$ cat src/rtl/fifo_pkg.sv
// rtl/fifo_pkg.sv - shared types, defaults and sizing helper for sync_fifo_prog
package fifo_pkg;

    localparam int DEFAULT_WIDTH = 16;
    localparam int DEFAULT_DEPTH = 8;

    typedef struct packed {
        logic full;
        logic empty;
        logic almostfull;
        logic almostempty;
    } fifo_status_t;

    // Count must represent 0..depth inclusive, hence depth+1 states.
    function automatic int clog2_cnt(input int depth);
        return $clog2(depth + 1);
    endfunction

endpackage

$ cat src/rtl/sync_fifo_prog_if.sv
// rtl/sync_fifo_prog_if.sv - producer/consumer/status bundle for sync_fifo_prog
interface sync_fifo_prog_if
    import fifo_pkg::*;
#(
    parameter int WIDTH = DEFAULT_WIDTH,
    parameter int CNT_W = clog2_cnt(DEFAULT_DEPTH)
);
    logic             flush;
    logic             wr_en;
    logic [WIDTH-1:0] din;
    logic             rd_en;
    logic [WIDTH-1:0] dout;
    logic             rd_valid;
    logic             wr_ack;
    logic             overflow;
    logic             underflow;
    logic             full;
    logic             empty;
    logic             almostfull;
    logic             almostempty;
    logic [CNT_W-1:0] count;
    logic [CNT_W-1:0] af_thresh;
    logic [CNT_W-1:0] ae_thresh;

    modport master (
        output flush, wr_en, din, rd_en, af_thresh, ae_thresh,
        input  dout, rd_valid, wr_ack, overflow, underflow,
               full, empty, almostfull, almostempty, count
    );

    modport slave (
        input  flush, wr_en, din, rd_en, af_thresh, ae_thresh,
        output dout, rd_valid, wr_ack, overflow, underflow,
               full, empty, almostfull, almostempty, count
    );
endinterface

$ cat src/rtl/fifo_mem.sv
// rtl/fifo_mem.sv - WIDTH x DEPTH array, synchronous write, asynchronous read
module fifo_mem #(
    parameter int WIDTH = 16,
    parameter int DEPTH = 8,
    parameter int PTR_W = $clog2(DEPTH)
) (
    input  logic             clk,
    input  logic             we,
    input  logic [PTR_W-1:0] waddr,
    input  logic [WIDTH-1:0] wdata,
    input  logic [PTR_W-1:0] raddr,
    output logic [WIDTH-1:0] rdata
);
    logic [WIDTH-1:0] mem [DEPTH];

    always_ff @(posedge clk) begin
        if (we) begin
            mem[waddr] <= wdata;
        end
    end

    assign rdata = mem[raddr];
endmodule

$ cat src/rtl/sync_fifo_prog.sv
// rtl/sync_fifo_prog.sv - single-clock FIFO with programmable thresholds, flush and FWFT option
module sync_fifo_prog
    import fifo_pkg::*;
#(
    parameter int WIDTH = DEFAULT_WIDTH,
    parameter int DEPTH = DEFAULT_DEPTH,
    parameter int FWFT  = 0,
    parameter int CNT_W = clog2_cnt(DEPTH)
) (
    input  logic               clk,
    input  logic               rst_n,
    sync_fifo_prog_if.slave    bus
);
    localparam int PTR_W = $clog2(DEPTH);

    logic [PTR_W-1:0] wr_ptr;
    logic [PTR_W-1:0] rd_ptr;
    logic [CNT_W-1:0] count_q;
    logic [WIDTH-1:0] rd_data;
    logic [WIDTH-1:0] dout_q;
    logic             rd_valid_q;
    logic             wr_ack_q;
    logic             overflow_q;
    logic             underflow_q;
    logic             wr_ok;
    logic             rd_ok;
    fifo_status_t     status;

    // Explicit wrap so non-power-of-two depths work.
    function automatic logic [PTR_W-1:0] next_ptr(input logic [PTR_W-1:0] p);
        return (p == PTR_W'(DEPTH - 1)) ? '0 : p + 1'b1;
    endfunction

    always_comb begin
        status.full        = (count_q == CNT_W'(DEPTH));
        status.empty       = (count_q == '0);
        status.almostfull  = (bus.af_thresh != '0) && (count_q >= bus.af_thresh) && !status.full;
        status.almostempty = (count_q <= bus.ae_thresh) && !status.empty;
        // A full FIFO still takes a write when the head is popped in the same cycle.
        wr_ok = bus.wr_en && (!status.full || bus.rd_en);
        rd_ok = bus.rd_en && !status.empty;
    end

    fifo_mem #(
        .WIDTH (WIDTH),
        .DEPTH (DEPTH),
        .PTR_W (PTR_W)
    ) u_mem (
        .clk   (clk),
        .we    (wr_ok && !bus.flush),
        .waddr (wr_ptr),
        .wdata (bus.din),
        .raddr (rd_ptr),
        .rdata (rd_data)
    );

    always_ff @(posedge clk or negedge rst_n) begin
        if (!rst_n) begin
            wr_ptr      <= '0;
            rd_ptr      <= '0;
            count_q     <= '0;
            dout_q      <= '0;
            rd_valid_q  <= 1'b0;
            wr_ack_q    <= 1'b0;
            overflow_q  <= 1'b0;
            underflow_q <= 1'b0;
        end else if (bus.flush) begin
            wr_ptr      <= '0;
            rd_ptr      <= '0;
            count_q     <= '0;
            dout_q      <= '0;
            rd_valid_q  <= 1'b0;
            wr_ack_q    <= 1'b0;
            overflow_q  <= 1'b0;
            underflow_q <= 1'b0;
        end else begin
            if (wr_ok) begin
                wr_ptr <= next_ptr(wr_ptr);
            end
            if (rd_ok) begin
                rd_ptr <= next_ptr(rd_ptr);
                dout_q <= rd_data;
            end
            case ({wr_ok, rd_ok})
                2'b10:   count_q <= count_q + 1'b1;
                2'b01:   count_q <= count_q - 1'b1;
                default: count_q <= count_q;
            endcase
            rd_valid_q  <= rd_ok;
            wr_ack_q    <= wr_ok;
            overflow_q  <= bus.wr_en && !wr_ok;
            underflow_q <= bus.rd_en && !rd_ok;
        end
    end

    assign bus.dout        = (FWFT != 0) ? (status.empty ? '0 : rd_data) : dout_q;
    assign bus.rd_valid    = (FWFT != 0) ? !status.empty : rd_valid_q;
    assign bus.wr_ack      = wr_ack_q;
    assign bus.overflow    = overflow_q;
    assign bus.underflow   = underflow_q;
    assign bus.full        = status.full;
    assign bus.empty       = status.empty;
    assign bus.almostfull  = status.almostfull;
    assign bus.almostempty = status.almostempty;
    assign bus.count       = count_q;
endmodule

$ cat src/flat_wrapper.sv
// flat-port wrapper written by rule: the top's interface ports become plain ports
module sync_fifo_prog_flat import fifo_pkg::*;
#(
    parameter int WIDTH = DEFAULT_WIDTH,
    parameter int DEPTH = DEFAULT_DEPTH,
    parameter int FWFT  = 0,
    parameter int CNT_W = clog2_cnt(DEPTH)
)
  (clk, rst_n, bus_flush, bus_wr_en, bus_din, bus_rd_en, bus_af_thresh, bus_ae_thresh, bus_dout, bus_rd_valid, bus_wr_ack, bus_overflow, bus_underflow, bus_full, bus_empty, bus_almostfull, bus_almostempty, bus_count);
  sync_fifo_prog_if #(.WIDTH(WIDTH), .CNT_W(CNT_W)) bus_i ();
  input  logic clk;
  input  logic rst_n;
  input wire logic [$bits(bus_i.flush)-1:0] bus_flush;
  input wire logic [$bits(bus_i.wr_en)-1:0] bus_wr_en;
  input wire logic [$bits(bus_i.din)-1:0] bus_din;
  input wire logic [$bits(bus_i.rd_en)-1:0] bus_rd_en;
  input wire logic [$bits(bus_i.af_thresh)-1:0] bus_af_thresh;
  input wire logic [$bits(bus_i.ae_thresh)-1:0] bus_ae_thresh;
  output wire logic [$bits(bus_i.dout)-1:0] bus_dout;
  output wire logic [$bits(bus_i.rd_valid)-1:0] bus_rd_valid;
  output wire logic [$bits(bus_i.wr_ack)-1:0] bus_wr_ack;
  output wire logic [$bits(bus_i.overflow)-1:0] bus_overflow;
  output wire logic [$bits(bus_i.underflow)-1:0] bus_underflow;
  output wire logic [$bits(bus_i.full)-1:0] bus_full;
  output wire logic [$bits(bus_i.empty)-1:0] bus_empty;
  output wire logic [$bits(bus_i.almostfull)-1:0] bus_almostfull;
  output wire logic [$bits(bus_i.almostempty)-1:0] bus_almostempty;
  output wire logic [$bits(bus_i.count)-1:0] bus_count;
  assign bus_i.flush = bus_flush;
  assign bus_i.wr_en = bus_wr_en;
  assign bus_i.din = bus_din;
  assign bus_i.rd_en = bus_rd_en;
  assign bus_i.af_thresh = bus_af_thresh;
  assign bus_i.ae_thresh = bus_ae_thresh;
  assign bus_dout = bus_i.dout;
  assign bus_rd_valid = bus_i.rd_valid;
  assign bus_wr_ack = bus_i.wr_ack;
  assign bus_overflow = bus_i.overflow;
  assign bus_underflow = bus_i.underflow;
  assign bus_full = bus_i.full;
  assign bus_empty = bus_i.empty;
  assign bus_almostfull = bus_i.almostfull;
  assign bus_almostempty = bus_i.almostempty;
  assign bus_count = bus_i.count;
  sync_fifo_prog #(.WIDTH(WIDTH), .DEPTH(DEPTH), .FWFT(FWFT), .CNT_W(CNT_W)) u_core (.clk(clk), .rst_n(rst_n), .bus(bus_i));
endmodule
$ cat config.mk
export PLATFORM = sky130hd
export DESIGN_NAME = sync_fifo_prog_flat
export DESIGN_NICKNAME = d
export VERILOG_FILES = /design/src/rtl/fifo_pkg.sv /design/src/rtl/sync_fifo_prog_if.sv /design/src/rtl/fifo_mem.sv /design/src/rtl/sync_fifo_prog.sv /design/src/flat_wrapper.sv
export SDC_FILE = /design/constraint.sdc
export NUM_CORES = 1
export LEC_CHECK = 0
export ABC_AREA = 0
export ABC_CLOCK_PERIOD_IN_PS = 4900
export CAP_MARGIN = 10
export CORE_AREA = 3 3 118 234
export CTS_BUF_LIST = sky130_fd_sc_hd__clkbuf_4 sky130_fd_sc_hd__clkbuf_8
export DETAILED_ROUTE_END_ITERATION = 10
export DIE_AREA = 0 0 121 237
export GPL_ROUTABILITY_DRIVEN = 0
export HOLD_SLACK_MARGIN = 0.15
export SLEW_MARGIN = 20
export SYNTH_ARGS = -nofsm -noshare
export SYNTH_HDL_FRONTEND = slang
export SYNTH_HIERARCHICAL = 1
export SYNTH_SLANG_ARGS = --single-unit
$ cat constraint.sdc
create_clock -name clk -period 4.9 [get_ports clk]
set_clock_uncertainty 0.2 [all_clocks]
set_input_delay 0.49 -clock clk [delete_from_list [all_inputs] [get_ports clk]]
set_output_delay 0.49 -clock clk [all_outputs]
set_load 0.05 [all_outputs]
==> results by group <==
Place
  – Quantity of I/O buffers inserted on ports: 56
  – Pre-CTS setup slack: 1.475 ns
  – Dpl cells: 719
  – Post-DP HPWL: 9.078 mm

Finish
  – Ant. Diodes: 0
  – Share of cells above drive strength 1: 16.50%
  – Commonest non-fill, non-tap cell in the layout: edfxtp_1
  – Fin nets: 437
  – Layout Area Growth over Synthesis: 22.72%
  – Commonest non-fill, non-tap cells in the layout: 128 x edfxtp_1, 56 x clkdlybuf4s50_1, 30 x dfrtp_1
  – Post-Layout Cell Count: 750

Power
  – Switching share of power: 30.48%
  – Internal: 2.729 mW
  – P_sw: 1.196 mW
  – Combinational power share: 28.6%
  – Register share of total power: 42.0%
  – Clk pwr share: 29.4%
  – Power consumption: 3.925 mW
  – Static Leak: 2.772 nW
  – Power per cell area: 494.7 nW/µm²
  – Worst VDD drop: 198.5 µV

Worst setup path
  – CP arrival: 2.80 ns
  – R2r startpoint: u_core/bus.count[1]$_DFFE_PN0P_
  – Worst Path Required: 4.21 ns
  – Cell family contributing the most delay on the critical path: buffers and inverters
  – Largest stage delay on the critical path: 0.70 ns
  – CP startpoint kind: flop
  – Critical path's slowest cell: clkdlybuf4s50_1
  – Crit end category: output pin
  – Cell chain of the critical path: inv_1 > ha_1 > nand2b_1 > a21o_1 > a21o_1 > a21oi_1 > nor3_1 > clkdlybuf4s50_1
  – Most frequent cell on the critical path: a21o_1
  – Crit-path max FO: 8
  – Buf/Inv on CP: 2
  – Critical Path Start: u_core/bus.count[0]$_DFFE_PN0P_
  – Critical Setup Path Class: reg -> out

Yosys
  – Syn Nets: 369
  – Post-synthesis sequential area ratio: 71.07%
  – Dominant cell type by area after synthesis: edfxtp_1
  – Fraction of registers with async set/reset: 18.99%
  – Share of the synthesized area in the top cell type: 59.45%
  – FF+latch count, synth: 158
  – YS warnings: 6
  – Primary FF master, synth: edfxtp_1
  – Cell count after synthesis: 326
  – Synth top area cells: edfxtp_1 59%, dfrtp_1 12%, mux4_1 11%, mux2_2 3.0%, ha_1 2.7%
  – Syn_area_per_cell: 19.83 µm²
  – Library cells used by synthesis: 38
  – Area of the mapped netlist: 6465 µm²
  – Post-synth EDFFs: 128

Global route
  – GRT Total Usage: 9.776%
  – Pin count of the biggest net entering global routing: 35
  – Initial antenna violation count: 0
  – First-pass GRT wire length: 20.96 mm
  – Vias in the first global route: 3,652
  – GRT Residual Overflow: 0

Drt
  – Routed vias/inst: 4.371
  – Drt initial violations: 190
  – Post-detailed-route wirelength per cell: 17.98 µm
  – DRT Pass-1 Iters: 4
  – Vias: 3,278
  – Aggregate routed wire length: 13.48 mm
  – # DRC: 0
  – Post-detailed-route count of antenna-violating nets: 0

CTS
  – Setup bufs post-CTS: 0
  – Skew-Pair Late Insertion Delay: 0.43 ns
  – Clk Tree Root Cell: clkbuf_8
  – Resized cells post-CTS: 0
  – Hold-fix buffers, CTS: 0
  – TritonCTS buffer count: 17
  – Clk buf depth: 2
  – CTS HTree Levels: 4
  – Clock transition at path regs: 0.08 ns
  – CTS tree: yes
  – Clock sinks: 158

STA
  – Setup violators final: 0
  – Setup WS post-layout: 1.411 ns
  – Max-slew headroom: 30.61%
  – WHS: 0.2622 ns
  – Slew Limit Fails: 0
  – Post-Route Setup TNS: 0 ns
  – Final hold vios: 0
  – RSZ-0062 raised after global routing: no
  – Ratio of final minimum period to clock period: 71.21%
  – Worst Tran Pin Value: 1.040 ns
  – Fmax: 286.6 MHz
  – Tmin final: 3.489 ns

Floorplanning
  – Core area: 26,170 µm²
  – Die height: 237 µm
  – Die Footprint: 28,680 µm²
  – Die Wd: 121 µm
  – Initial core utilization: 24.70%
  – Top-Level Pins: 57
  – Row count: 84

Job
  – Max-cap violations: 0

Outcome
  – Status: complete, no violations

Min path
  – HP Class: in -> async
synthesized netlist by cell type (3+ instances only):
library cell  number
a21o_1             3
edfxtp_1         128
buf_1              4
nand2b_1           6
mux2_2            17
mux4_2             4
ha_1              14
a22o_1            18
mux4_1            28
inv_1              9
o21ai_0            3
dfrtp_1           30
mux2i_1            4
nor3_1             5
buf_6              6
nor2_1            15
a21oi_1            3
nand2_1            4
worst paths after layout:
| kind | to | slack [ns] | depth (start not counted) |
|---|---|---|---|
| worst min register to register | u_core/bus.dout[0]$_DFFE_PN0P_ | 0.31 | 1 |
| worst max-delay path | bus_almostfull | 1.41 | 8 |
| worst max register to register | u_core/bus.count[3]$_DFFE_PN0P_ | 1.98 | 6 |
| worst min-delay path | u_core/bus.dout[11]$_DFFE_PN0P_ | 0.26 | 2 |
| max in group asynchronous | u_core/bus.dout[5]$_DFFE_PN0P_ | 3.91 | 2 |
| min in group clk | u_core/bus.dout[0]$_DFFE_PN0P_ | 0.31 | 1 |
worst register-to-register path, delay by kind of cell, from the launching register on:
family,cells,cell delay (ns)
muxes,1,0.33
DFF,1,0.51
and+or+nand+nor,3,1.08
AOI/OAI and AO/OA,1,0.36
adders and majority gates,1,0.32
per-stage QoR:
step / instance area (µm²) / util, %
after floorplan: 6465 / -
after global placement: 7431 / 28.39
after detailed placement: 7431 / 28.39
after CTS: 7916 / 30.25
after global routing: 7934 / 30.32
final: 7934 / 30.32
area by class of cell:
| class | instances | area [µm²] |
|---|---|---|
| Multi-Input combinational cell | 144 | 1769 |
| Tap cell | 344 | 430.4 |
| Clock buffer | 18 | 241.5 |
| Sequential cell | 158 | 4594 |
| Clock inverter | 13 | 244.0 |
| Inverter | 9 | 33.78 |
| Fill cell | 2491 | 18240 |
| Timing Repair Buffer | 64 | 620.6 |
registers in the layout (all words and copies together) (netlist names):
register              count
u_core/u_mem/mem        128
u_core/bus.count          4
u_core/bus.wr_ack         1
u_core/bus.underflow      1
u_core/rd_ptr             3
u_core/bus.overflow       1
u_core/bus.rd_valid       1
u_core/bus.dout          16
u_core/wr_ptr             3
routing by layer:
layer,wire [µm],vias to the layer above,GRT usage (%)
met5,0,-,0
met4,376,0,4.711
met3,569,18,2.271
met2,7802,79,18.71
met1,4736,1717,9.573
li1,-,1464,-
cell families (layout without fill, tap and decap cells):
kind of cell | Yosys count | after routing | share of synthesized area [%]
flops | 158 | 158 | 71.07
fa+ha+maj | 14 | 14 | 2.710
buf+inv | 24 | 104 | 2.148
compound gates | 32 | 32 | 3.871
simple gates | 41 | 41 | 3.271
mux | 54 | 54 | 16.53
xor+xnor | 3 | 3 | 0.4065
power groups by stage:
stage                     registers [mW]  clock network, mW  logic, mW
after floorplan                     1.83                  0      0.648
after global placement              1.68                  0       1.10
after detailed placement            1.68                  0       1.13
after CTS                           1.65               1.19       1.13
after global routing                1.66               1.25       1.20
final                               1.65               1.15       1.12
No activity file was read; power rests on OpenSTA's default activity.
